### src/rtl/fetch_pkg.sv
// -----------------------------------------------------------------------------
// fetch_pkg
// Shared types for the instruction fetch queue.
//   fetch_state_t : request state machine encoding (IDLE, REQ, WAIT, DROP)
//   fifo_entry_t  : one prefetched instruction together with its word address
//   IFQ_ADDR_W / IFQ_DATA_W : widths baked into fifo_entry_t; the top-level
//                   ADDR_W / DATA_W parameters default to these and must match.
//   DEFAULT_RESET_PC : first fetch address after reset.
// -----------------------------------------------------------------------------
package fetch_pkg;

  localparam int IFQ_ADDR_W = 16;
  localparam int IFQ_DATA_W = 16;

  localparam logic [IFQ_ADDR_W-1:0] DEFAULT_RESET_PC = 16'h0000;

  typedef enum logic [1:0] {
    IDLE = 2'd0,  // no request outstanding, waiting for FIFO space
    REQ  = 2'd1,  // imem_req held high until imem_gnt
    WAIT = 2'd2,  // granted, response still to come and will be kept
    DROP = 2'd3   // granted, response still to come and will be discarded
  } fetch_state_t;

  typedef struct packed {
    logic [IFQ_ADDR_W-1:0] pc;
    logic [IFQ_DATA_W-1:0] data;
  } fifo_entry_t;

endpackage

### src/rtl/ifq_fifo.sv
// -----------------------------------------------------------------------------
// ifq_fifo
// Synchronous prefetch FIFO of fifo_entry_t, DEPTH entries (power of two >= 2).
// Ports:
//   clk_i, rst_ni : clock, asynchronous active-low reset
//   flush_i       : empties the FIFO; wins over push and pop in the same cycle
//   push_i        : write entry_i at the tail
//   entry_i       : entry to write
//   pop_i         : drop the head entry (ignored when empty)
//   head_o        : current head entry (stale content when empty_o is high)
//   empty_o       : no valid entries
//   count_o       : number of valid entries, 0..DEPTH
// -----------------------------------------------------------------------------
module ifq_fifo
  import fetch_pkg::*;
#(
  parameter int DEPTH = 4
) (
  input  logic                     clk_i,
  input  logic                     rst_ni,
  input  logic                     flush_i,
  input  logic                     push_i,
  input  fifo_entry_t              entry_i,
  input  logic                     pop_i,
  output fifo_entry_t              head_o,
  output logic                     empty_o,
  output logic [$clog2(DEPTH):0]   count_o
);

  localparam int PW = $clog2(DEPTH);

  fifo_entry_t   mem_q [DEPTH];
  logic [PW-1:0] rd_ptr_q;
  logic [PW-1:0] wr_ptr_q;
  logic [PW:0]   count_q;
  logic          full;
  logic          do_push;
  logic          do_pop;

  assign empty_o = (count_q == '0);
  assign full    = (count_q == (PW+1)'(DEPTH));
  assign do_pop  = pop_i && !empty_o;
  // A push into a full FIFO is only legal when the head leaves the same cycle.
  assign do_push = push_i && (!full || do_pop);

  always_ff @(posedge clk_i or negedge rst_ni) begin
    if (!rst_ni) begin
      rd_ptr_q <= '0;
      wr_ptr_q <= '0;
      count_q  <= '0;
    end else if (flush_i) begin
      rd_ptr_q <= '0;
      wr_ptr_q <= '0;
      count_q  <= '0;
    end else begin
      if (do_push) wr_ptr_q <= wr_ptr_q + PW'(1);
      if (do_pop)  rd_ptr_q <= rd_ptr_q + PW'(1);
      count_q <= count_q + (PW+1)'(do_push) - (PW+1)'(do_pop);
    end
  end

  // Storage needs no reset: count_q qualifies every slot.
  always_ff @(posedge clk_i) begin
    if (do_push && !flush_i) mem_q[wr_ptr_q] <= entry_i;
  end

  assign head_o  = mem_q[rd_ptr_q];
  assign count_o = count_q;

endmodule

### src/rtl/instr_fetch_queue.sv
// -----------------------------------------------------------------------------
// instr_fetch_queue
// Fetch stage in front of the single-cycle decode/execute datapath. Issues one
// word-addressed fetch at a time to a variable-latency instruction memory,
// buffers returned instructions in a prefetch FIFO and hands {instr, pc} to
// decode. A branch/jump redirect flushes the FIFO and discards any response
// still in flight.
//
// Ports:
//   clk, rst_n                 : clock, asynchronous active-low reset
//   imem_req / imem_addr       : fetch request, held stable until imem_gnt
//   imem_gnt                   : request accepted (req & gnt at the edge)
//   imem_rvalid / imem_rdata   : one response per grant, >= 1 cycle after gnt
//   redirect_valid/redirect_pc : single-cycle taken branch/jump to a new pc
//   ins_valid / ins_ready      : decode handshake for the head entry
//   ins_data / ins_pc          : head instruction and its address
//
// Handshakes: a transfer happens on a rising edge where the producer's valid
// (imem_req, ins_valid) and the consumer's ready (imem_gnt, ins_ready) are both
// high; the producer holds valid and its payload stable until that edge.
//
// Build option: define FETCH_BYPASS_EN to forward a response straight to
// decode in the cycle it arrives when the FIFO is empty (no redirect). Without
// it every response is registered in the FIFO first (one cycle of latency).
// -----------------------------------------------------------------------------
module instr_fetch_queue
  import fetch_pkg::*;
#(
  parameter int                ADDR_W   = IFQ_ADDR_W,
  parameter int                DATA_W   = IFQ_DATA_W,
  parameter int                DEPTH    = 4,
  parameter logic [ADDR_W-1:0] RESET_PC = DEFAULT_RESET_PC
) (
  input  logic              clk,
  input  logic              rst_n,
  output logic              imem_req,
  output logic [ADDR_W-1:0] imem_addr,
  input  logic              imem_gnt,
  input  logic              imem_rvalid,
  input  logic [DATA_W-1:0] imem_rdata,
  input  logic              redirect_valid,
  input  logic [ADDR_W-1:0] redirect_pc,
  output logic              ins_valid,
  input  logic              ins_ready,
  output logic [DATA_W-1:0] ins_data,
  output logic [ADDR_W-1:0] ins_pc
);

  localparam int CNT_W = $clog2(DEPTH) + 1;

  fetch_state_t      state_q, state_d;
  logic [ADDR_W-1:0] fetch_pc_q, fetch_pc_d;
  logic [ADDR_W-1:0] addr_q, addr_d;
  logic              req_q, req_d;
  logic              drop_pend_q, drop_pend_d;
  fifo_entry_t       hold_q;

  fifo_entry_t       head;
  fifo_entry_t       resp_entry;
  fifo_entry_t       shown;
  logic              fifo_empty;
  logic [CNT_W-1:0]  fifo_count;
  logic              fifo_push;
  logic              fifo_pop;
  logic              resp_push;
  logic              bypass;

  // ---------------------------------------------------------------------------
  // Request state machine
  // ---------------------------------------------------------------------------
  always_comb begin
    state_d     = state_q;
    fetch_pc_d  = fetch_pc_q;
    addr_d      = addr_q;
    req_d       = req_q;
    drop_pend_d = drop_pend_q;
    resp_push   = 1'b0;

    case (state_q)
      IDLE: begin
        // No request is in flight here, so count < DEPTH is exactly the
        // "count plus in-flight slot fits" condition; responses never meet a
        // full FIFO. Any rvalid seen here is stale and ignored.
        if (redirect_valid) begin
          fetch_pc_d = redirect_pc;
        end else if (fifo_count < CNT_W'(DEPTH)) begin
          state_d = REQ;
          req_d   = 1'b1;
          addr_d  = fetch_pc_q;
        end
      end

      REQ: begin
        // A redirect cannot retract a pending request: the address stays put
        // until granted and the eventual response is dropped.
        if (redirect_valid) begin
          fetch_pc_d  = redirect_pc;
          drop_pend_d = 1'b1;
        end
        if (imem_gnt) begin
          req_d       = 1'b0;
          drop_pend_d = 1'b0;
          if (redirect_valid || drop_pend_q) begin
            state_d = DROP;
          end else begin
            state_d    = WAIT;
            fetch_pc_d = fetch_pc_q + ADDR_W'(1);
          end
        end
      end

      WAIT: begin
        if (redirect_valid) begin
          fetch_pc_d = redirect_pc;
          state_d    = imem_rvalid ? IDLE : DROP;
        end else if (imem_rvalid) begin
          state_d   = IDLE;
          resp_push = 1'b1;
        end
      end

      DROP: begin
        if (redirect_valid) fetch_pc_d = redirect_pc;
        if (imem_rvalid)    state_d    = IDLE;
      end

      default: state_d = IDLE;
    endcase
  end

  always_ff @(posedge clk or negedge rst_n) begin
    if (!rst_n) begin
      state_q     <= IDLE;
      fetch_pc_q  <= RESET_PC;
      addr_q      <= RESET_PC;
      req_q       <= 1'b0;
      drop_pend_q <= 1'b0;
    end else begin
      state_q     <= state_d;
      fetch_pc_q  <= fetch_pc_d;
      addr_q      <= addr_d;
      req_q       <= req_d;
      drop_pend_q <= drop_pend_d;
    end
  end

  // ---------------------------------------------------------------------------
  // Prefetch FIFO and decode interface
  // ---------------------------------------------------------------------------
  always_comb begin
    resp_entry      = '0;
    resp_entry.pc   = addr_q;
    resp_entry.data = imem_rdata;
  end

`ifdef FETCH_BYPASS_EN
  assign bypass = (state_q == WAIT) && imem_rvalid && !redirect_valid && fifo_empty;
`else
  assign bypass = 1'b0;
`endif

  // A bypassed entry taken by decode in the same cycle never enters the FIFO.
  assign fifo_push = resp_push && !(bypass && ins_ready);
  assign fifo_pop  = !fifo_empty && ins_ready && !redirect_valid;

  ifq_fifo #(
    .DEPTH (DEPTH)
  ) u_fifo (
    .clk_i   (clk),
    .rst_ni  (rst_n),
    .flush_i (redirect_valid),
    .push_i  (fifo_push),
    .entry_i (resp_entry),
    .pop_i   (fifo_pop),
    .head_o  (head),
    .empty_o (fifo_empty),
    .count_o (fifo_count)
  );

  // Last head shown to decode, so ins_data/ins_pc hold while the FIFO is empty.
  always_ff @(posedge clk or negedge rst_n) begin
    if (!rst_n)           hold_q <= '0;
    else if (!fifo_empty) hold_q <= head;
  end

  always_comb begin
    if (bypass)          shown = resp_entry;
    else if (fifo_empty) shown = hold_q;
    else                 shown = head;
  end

  assign imem_req  = req_q;
  assign imem_addr = addr_q;
  assign ins_valid = !fifo_empty || bypass;
  assign ins_data  = shown.data;
  assign ins_pc    = shown.pc;

endmodule

### config.mk
export PLATFORM = sky130hd
export DESIGN_NAME = instr_fetch_queue
export DESIGN_NICKNAME = d
export VERILOG_FILES = /design/src/rtl/fetch_pkg.sv /design/src/rtl/ifq_fifo.sv /design/src/rtl/instr_fetch_queue.sv
export SDC_FILE = /design/constraint.sdc
export NUM_CORES = 1
export LEC_CHECK = 0
export ABC_CLOCK_PERIOD_IN_PS = 2800
export BUFFER_PORTS_ARGS = -buffer_cell sky130_fd_sc_hd__clkbuf_2
export CAP_MARGIN = 40
export CORE_UTILIZATION = 58
export CTS_CLUSTER_SIZE = 10
export DETAILED_ROUTE_END_ITERATION = 12
export GPL_TIMING_DRIVEN = 1
export PLACE_DENSITY = 0.79
export SYNTH_ARGS = -nofsm -noshare
export SYNTH_HDL_FRONTEND = slang
export SYNTH_SLANG_ARGS = --single-unit
### constraint.sdc
create_clock -name clk -period 2.8 [get_ports clk]
set_input_delay 0.28 -clock clk [delete_from_list [all_inputs] [get_ports clk]]
set_output_delay 0.28 -clock clk [all_outputs]
set_load 0.01 [all_outputs]
==> results of run 1 <==
-- final timing paths --
| kind | end | slack (ps) |
|---|---|---|
| max in group asynchronous | hold_q[30] | 1980 |
| min | u_fifo.mem_q[1][14] | 10 |
| min in group asynchronous | hold_q[4] | 230 |
| max reg2reg | u_fifo.count_o[2] | 500 |
| min reg2reg | imem_req | 480 |
| max | ins_pc[1] | 180 |
-- cell usage after synthesis, drive strengths merged --
cell	n	area share
nor3	4	0.0039
nor4	8	0.011
nor2b	4	0.0031
dfrtp	75	0.23
mux2	48	0.067
nand4	4	0.0039
a21oi	2	0.0012
nand4bb	1	0.0014
buf	15	0.013
xnor2	11	0.012
or4b	1	0.0012
edfxtp	128	0.48
inv	11	0.0051
mux2i	5	0.0062
o21ai	18	0.011
nor2	12	0.0056
fa	1	0.0025
o211ai	1	0.00094
ha	7	0.011
clkbuf	6	0.0028
or3	1	0.00094
nand3	9	0.0056
xor2	5	0.0055
a31o	1	0.0011
a21o	1	0.00094
mux4	32	0.090
a2bb2oi	1	0.0011
nand2b	1	0.00078
and2	4	0.0037
a31oi	1	0.00078
and4	1	0.0011
and4bb	1	0.0016
nand2	22	0.010
-- power by group through the flow --
stage	Clock (mW)	Combinational (mW)	Sequential, mW
after floorplan	0	1.59	4.11
after global placement	0	2.26	4.18
after detailed placement	0	2.34	4.23
after CTS	2.81	2.38	4.18
after global routing	2.92	2.53	4.24
final	2.76	2.34	4.17
-- cell type report --
| class | instances | share of cell area |
|---|---|---|
| tap | 176 | 0.0229 |
| clock inverter | 1 | 0.000780 |
| sequential | 203 | 0.595 |
| multi-input combinational | 207 | 0.222 |
| clock buffer | 43 | 0.0720 |
| inverter | 11 | 0.00429 |
| timing repair buffer | 117 | 0.0837 |
-- layer usage --
layer / track usage / vias to the layer above / part of all wire
met1: 0.301 / 2202 / 0.43
met2: 0.368 / 126 / 0.51
met3: 0.0390 / 31 / 0.048
met5: 0 / - / 0
met4: 0.0711 / 0 / 0.022
li1: - / 1940 / -
-- sequential cells by signal, indices dropped and copies added (netlist names) --
register	flops
state_q	2
hold_q	32
imem_addr	16
u_fifo.rd_ptr_q	2
fetch_pc_q	16
drop_pend_q	1
imem_req	1
u_fifo.count_o	3
u_fifo.mem_q	128
u_fifo.wr_ptr_q	2
-- per-stage QoR --
step / instances / power [mW] / setup WS, ps / cell area [um2]
2_1_floorplan: 442 / 5.70 / 459 / 8030
4_1_cts: 758 / 9.36 / 122 / 9620
5_1_grt: 758 / 9.70 / 60.9 / 9620
3_5_place_dp: 696 / 6.57 / 491 / 8740
6_report: 758 / 9.26 / 176 / 9620
3_3_place_gp: 691 / 6.44 / 556 / 8620
-- kinds of logic after synthesis --
group                      synth area share
DFF                                   0.713
muxes                                 0.163
xor gates and xnor gates             0.0175
adders and majority gates            0.0134
buffers and inverters                0.0212
and+or+nand+nor                      0.0544
AOI/OAI and AO/OA                    0.0173
-- worst reg2reg max path, stage by stage, from the launching register on --
cell and delay (ps):
dfrtp_1 460, or3_2 450, nand2_1 110, nor2_1 50
ha_1 280, inv_1 60, ha_1 130, inv_1 40
fa_1 370, xnor2_1 160, nor2_1 50
==> out/qor.yml, run 1 <==
cap_violations: 0
rsz0062_at_grt: "false"
clk_pin_slew_ps: 50
internal_power_mw: 6.64
cts_inserted_buffers: 24
vias: 4299
wirelength_um: 15000
grt_max_degree: 53
gp_congestion: 0.803
postLayoutCoreUtil: 0.721
whs_ps: 9.97
synth_area_mm2: 0.00803
setup_viol: 0
critPathKind: "reg2out"
p_clk_frac: 0.298
worstHoldPathType: "in2reg"
dp.final_hpwl_um: 9380
finalNetCount: 610
synth_seq_cells: 203
yosysSeqAreaShare: 0.713
path_depth: 4
arrival_ps: 2340
cts.htree.levels: 1
rows: 42
seq_area_mm2: 0.00572
grt-ovfl-total: 0
layout-drive-gt1-share: 0.376
die_y_um: 120
critPathCaptureType: "output port"
antenna_found_initial: 0
io_buffers: 87
ctsHoldBuffers: 18
min_period_ps: 2620
final_common_cell: "edfxtp_1"
hold_viol_final: 0
start_util: 0.601
relSlewSlack: 0.670
power.density_mw_per_mm2: 963
cts.sinks: 203
area_delta_synth_final_pct: 19.9
crit_required_ps: 2520
clockRootBuffer: "clkbuf_16"
crit_path_top_delay_cell: "dfrtp_2"
critPathBufInv: 2
ant_nets: 0
core_mm2: 0.0133
multi_input_area_mm2: 0.00213
p_leak_nw: 3.60
nFillCells: 818
ir_worst_vdd_uv: 634
grt_pass1_wl_um: 24100
r2r_start: "u_fifo.count_o[2]"
worstSkewPairLatency_ps: 500
worst_pin_slew_ps: 496
seqPwrFrac: 0.450
drv_slew: 0
setup.worst_path.start: "u_fifo.rd_ptr_q[0]"
syn_avg_cell_area_um2: 18.2
startpoint_type: "register"
chipWidth_um: 120
wl_per_cell_um: 19.8
synth_warnings: 0
boundaryPins: 88
postCtsSetupBuffers: 0
final.period_utilization: 0.937
clockBufferDepth: 3
status: "finished clean"
vias_per_cell: 5.67
finClkSkew_ps: 9.33
synthCells: 442
n_antenna_cell: 0
max_freq_ghz: 0.381
slowest_delay_ps: 580
path_cells: "buf_12 -> mux4_2 -> mux2_2 -> clkbuf_2"
cts_tree: "built"
synth.distinct_cells: 41
first_iter_violations: 372
whs_path_depth: 1
synth_nets: 488
worstPathMaxFanout: 25
die_area_mm2: 0.0143
switchingPower_mw: 2.62
p_sw_frac: 0.283
power_frac_comb: 0.252
drc: 0
grt_usage: 0.221
reg2regPathDepth: 10
cts_resized: 0
tns_ps: 0
final_cell_mix: "edfxtp_1, clkbuf_2, dfrtp_1"
hp-start: "imem_rdata[14]"
first_pass_iters: 4
path_delay_family: "multiplexers"
grt_pass1_vias: 4512
(Power assumes the default switching activity.)
==> run 2: changes to the inputs <==
--- a/constraint.sdc
+++ b/constraint.sdc
@@ -3,2 +3,2 @@
 set_output_delay 0.28 -clock clk [all_outputs]
-set_load 0.01 [all_outputs]
+set_load 0.1 [all_outputs]
==> run 2 against run 1 <==
Critical endpoint unchanged; routed wire length grew 7.8%; clock skew up 6.5 ps; hold slack gained 3.0 ps; fmax rose by 2.1%; flip-flop and latch count unchanged.
==> out/qor.yml, run 2 (same netlist as run 1, synthesis figures left out) <==
status: "finished clean"  # unchanged
critPathCaptureType: "output port"  # unchanged
rows: 42  # unchanged
critPathKind: "reg2out"  # unchanged
vias: 4323  # was 4,299
cts.htree.levels: 1  # unchanged
boundaryPins: 88  # unchanged
first_pass_iters: 5  # was 4
drv_slew: 0  # unchanged
min_period_ps: 2570  # was 2620 ps
antenna_found_initial: 0  # unchanged
drt-met1-wl_um: 6380  # was 6370 um
worstHoldPathType: "in2reg"  # unchanged
final.period_utilization: 0.918  # was 0.937
chipWidth_um: 120  # unchanged
drc: 0  # unchanged
highest_layer: "met4"  # unchanged
rsz0062_at_grt: "false"  # unchanged
worstSkewPairLatency_ps: 500  # about the same
grt_max_degree: 53  # unchanged
die_y_um: 120  # unchanged
final_cell_mix: "edfxtp_1, dfrtp_1, clkbuf_2"  # was edfxtp_1, clkbuf_2, dfrtp_1
postCtsSetupBuffers: 0  # unchanged
first_iter_violations: 350  # was 372
grt-ovfl-total: 0  # unchanged
cap_violations: 0  # unchanged
area_delta_synth_final_pct: 24.5  # was 19.9%
wirelength_um: 16200  # was 15,000 um
dp.final_hpwl_um: 9630  # was 9380 um
worstPathMaxFanout: 34  # was 25
clockRootBuffer: "clkbuf_16"  # unchanged
gp_congestion: 0.824  # was 0.803
ctsHoldBuffers: 8  # was 18
wl_met3_um: 1020  # was 717 um
grt_pass1_wl_um: 25700  # was 24,100 um
reg.largest.list: "u_fifo.mem_q x128, hold_q x32"  # unchanged
startpoint_type: "register"  # unchanged
setup_viol: 0  # unchanged
tns_ps: 0  # unchanged
cts_inserted_buffers: 24  # unchanged
hold_viol_final: 0  # unchanged
grt_usage: 0.236  # was 0.221
cts_tree: "built"  # unchanged
worst_pin_slew_ps: 668  # was 496 ps
largest_reg_flops: 128  # unchanged
cts.sinks: 203  # unchanged
top_register: "u_fifo.mem_q"  # unchanged
ant_nets: 0  # unchanged
clockBufferDepth: 3  # unchanged
die_area_mm2: 0.0143  # unchanged
vias_per_cell: 5.78  # was 5.67
arrival_ps: 2290  # was 2340 ps
io_buffers: 87  # unchanged
grt_pass1_vias: 4740  # was 4,512
crit_required_ps: 2520  # about the same
clk_pin_slew_ps: 50  # about the same
max_freq_ghz: 0.389  # was 0.381 GHz
n_antenna_cell: 0  # unchanged
core_mm2: 0.0133  # unchanged
finClkSkew_ps: 15.8  # was 9.33 ps
finalNetCount: 600  # was 610
final_common_cell: "edfxtp_1"  # unchanged
layout-drive-gt1-share: 0.383  # was 0.376
wl_per_cell_um: 21.6  # was 19.8 um
relSlewSlack: 0.552  # was 0.670
cts_resized: 0  # unchanged
wl_met2_um: 8290  # was 7570 um
start_util: 0.601  # unchanged
==> run 2: path summary, 6_finish.rpt <==
kind,depth (start not counted),from,slack (ps),endpoint
hold / removal,1,imem_rdata[0],10,u_fifo.mem_q[1][0]
min in group asynchronous,2,rst_n,240,hold_q[4]
max in group asynchronous,3,rst_n,1950,fetch_pc_q[6]
setup / recovery,4,u_fifo.count_o[1],230,ins_pc[1]
hold reg to reg,1,imem_req,490,imem_req
setup reg to reg,10,u_fifo.count_o[1],440,u_fifo.count_o[2]
==> run 2: metal layers <==
metal,track usage,vias to the layer above
met5,0,-
met1,0.311,2222
met4,0.0852,0
met3,0.0409,37
li1,-,1906
met2,0.400,158
==> run 2: final cells by class <==
class / count / area, um2
clock buffers: 43 / 693
repair buffers: 107 / 1170
fillers: 764 / 3360
well taps: 176 / 220
multi-input cells: 207 / 2130
flip-flops and latches: 203 / 5720
inverters: 11 / 41.3
clock inverters: 1 / 6.26
==> run 2: metrics by stage <==
step | std cells | util | hold WS, ps | instance area [um2] | setup slack (ps)
finish | 748 | 0.748 | 13.0 | 9990 | 229
global route | 748 | 0.748 | 7.35 | 9990 | 158
CTS | 748 | 0.748 | 0.317 | 9990 | 203
detailed placement | 696 | 0.690 | 218 | 9210 | 485
global placement | 691 | 0.682 | 463 | 9100 | 558
floorplan | 442 | - | -15.6 | 8030 | 459
==> run 2: critical path, cell delays in order (launching register included) <==
cell and delay [ps]:
dfrtp_1 420, or3_2 480, buf_4 290, mux2_2 390, buf_12 180
Power of run 2 is left out: the tool's default activity adds up to more than one toggle a clock period on the data nets, which glitch-free logic cannot reach.
==> run 3: changes to the inputs <==
Settings changed: CORE_MARGIN set to 8, SETUP_SLACK_MARGIN set to 0.3.
==> run 3 against run 2 <==
Critical path depth unchanged; utilization down 0.37 points; hold slack worse by 7.0 ps; highest routed layer unchanged.
==> out/qor.yml, run 3 (same netlist as run 1, synthesis figures left out) <==
min_period_ps: 2440  # was 2570 ps
startpoint_type: "register"  # unchanged
drc: 0  # unchanged
clk_pin_slew_ps: 60  # was 50 ps
final_cell_mix: "edfxtp_1, dfrtp_1, clkbuf_2"  # unchanged
worstHoldPathType: "in2reg"  # unchanged
final_common_cell: "edfxtp_1"  # unchanged
setup.worst_path.start: "u_fifo.rd_ptr_q[0]"  # was u_fifo.count_o[1]
cts.sinks: 203  # unchanged
ant_nets: 0  # unchanged
relSlewSlack: 0.456  # was 0.552
reg.largest.list: "u_fifo.mem_q x128, hold_q x32"  # unchanged
start_util: 0.585  # was 0.601
status: "finished clean"  # unchanged
n_antenna_cell: 0  # unchanged
r2r_start: "u_fifo.count_o[1]"  # unchanged
io_buffers: 87  # unchanged
tns_ps: 0  # unchanged
grt_pass1_wl_um: 26400  # was 25,700 um
reg2regPathDepth: 10  # unchanged
top_register: "u_fifo.mem_q"  # unchanged
cts_inserted_buffers: 24  # unchanged
area_delta_synth_final_pct: 27.3  # was 24.5%
nFillCells: 800  # was 764
dp.final_hpwl_um: 10100  # was 9630 um
wirelength_um: 16700  # was 16,200 um
antenna_found_initial: 0  # unchanged
first_pass_iters: 4  # was 5
clockRootBuffer: "clkbuf_16"  # unchanged
die_area_mm2: 0.0179  # was 0.0143 mm2
vias: 4328  # was 4,323
worstPathMaxFanout: 19  # was 34
gp_congestion: 0.832  # was 0.824
final.period_utilization: 0.870  # was 0.918
grt_pass1_vias: 4740  # unchanged
critPathKind: "reg2out"  # unchanged
clockBufferDepth: 3  # unchanged
vias_per_cell: 5.63  # was 5.78
cap_violations: 0  # unchanged
hp-start: "imem_rdata[6]"  # was imem_rdata[0]
worst_pin_slew_ps: 816  # was 668 ps
rsz0062_at_grt: "true"  # was false
grt_usage: 0.189  # was 0.236
layout-drive-gt1-share: 0.377  # was 0.383
cts.htree.levels: 1  # unchanged
largest_reg_flops: 128  # unchanged
seq_area_mm2: 0.00572  # unchanged
rows: 43  # was 42
drv_slew: 0  # unchanged
max_freq_ghz: 0.411  # was 0.389 GHz
grt_max_degree: 62  # was 53
core_mm2: 0.0137  # was 0.0133 mm2
multi_input_area_mm2: 0.00214  # was 0.00213 mm2
cts_tree: "built"  # unchanged
first_iter_violations: 290  # was 350
critPathCaptureType: "output port"  # unchanged
grt-ovfl-total: 0  # unchanged
wl_per_cell_um: 21.8  # was 21.6 um
die_y_um: 134  # was 120 um
worstSkewPairLatency_ps: 500  # about the same
finalNetCount: 617  # was 600
hold_viol_final: 0  # unchanged
setup_viol: 0  # unchanged
boundaryPins: 88  # unchanged
arrival_ps: 2160  # was 2290 ps
whs_path_depth: 1  # unchanged
chipWidth_um: 134  # was 120 um
finClkSkew_ps: 11.6  # was 15.8 ps
crit_required_ps: 2520  # about the same
==> run 3: changes by cell type in the layout (fill, tap and decap cells not counted), sizes merged <==
cell         previous run  this run
buf                    45        47
bufinv                  0         1
dlygate4sd3             8        23
inv                    12        11
==> run 3: what timing repair did <==
item,in CTS,in global routing
endpoints found under the hold margin,97,0
buffers inserted,0,0
resized for setup,7,3
hold buffers,23,0
endpoints found under the setup margin,32,31
==> run 3: path summary, 6_finish.rpt <==
check,end,slack [ps]
min in group asynchronous,hold_q[14],420
max in group asynchronous,hold_q[23],1700
setup reg to reg,u_fifo.count_o[2],530
setup / recovery,ins_data[0],360
hold reg to reg,imem_req,480
hold / removal,u_fifo.mem_q[0][6],6
==> run 3: worst max-delay path, cell delays in order, from the launching register on <==
cell     delay (ps)
dfrtp_2         410
buf_12          210
mux4_2          540
mux2_2          320
buf_12          170
==> run 3: area by class of cell <==
| cell class | count | share of cell area |
|---|---|---|
| Clock buffer | 43 | 0.0688 |
| Clock inverter | 1 | 0.00294 |
| Inverter | 11 | 0.00404 |
| Multi-Input combinational cell | 207 | 0.209 |
| Sequential cell | 203 | 0.560 |
| Tap cell | 180 | 0.0220 |
| Timing Repair Buffer | 124 | 0.133 |
==> run 3: stage by stage <==
step | hold WS [ps] | utilization | cell area (um2) | setup slack, ps | std cells
after global placement | 407 | 0.664 | 9120 | 552 | 698
after floorplan | -15.6 | - | 8030 | 459 | 442
after detailed placement | 419 | 0.671 | 9210 | 462 | 702
final | 5.99 | 0.745 | 10200 | 365 | 769
after global routing | 0.595 | 0.745 | 10200 | 293 | 769
after CTS | 1.09 | 0.744 | 10200 | 295 | 769
==> run 3: routing by layer <==
| layer | routed length (um) | global-route usage | vias to the layer above | part of all wire |
|---|---|---|---|---|
| li1 | - | - | 1950 | - |
| met2 | 8730 | 0.330 | 132 | 0.52 |
| met1 | 6850 | 0.234 | 2222 | 0.41 |
| met5 | 0 | 0 | - | 0 |
| met3 | 925 | 0.0448 | 24 | 0.055 |
| met4 | 214 | 0.0412 | 0 | 0.013 |
Power of run 3 is left out for the same reason.
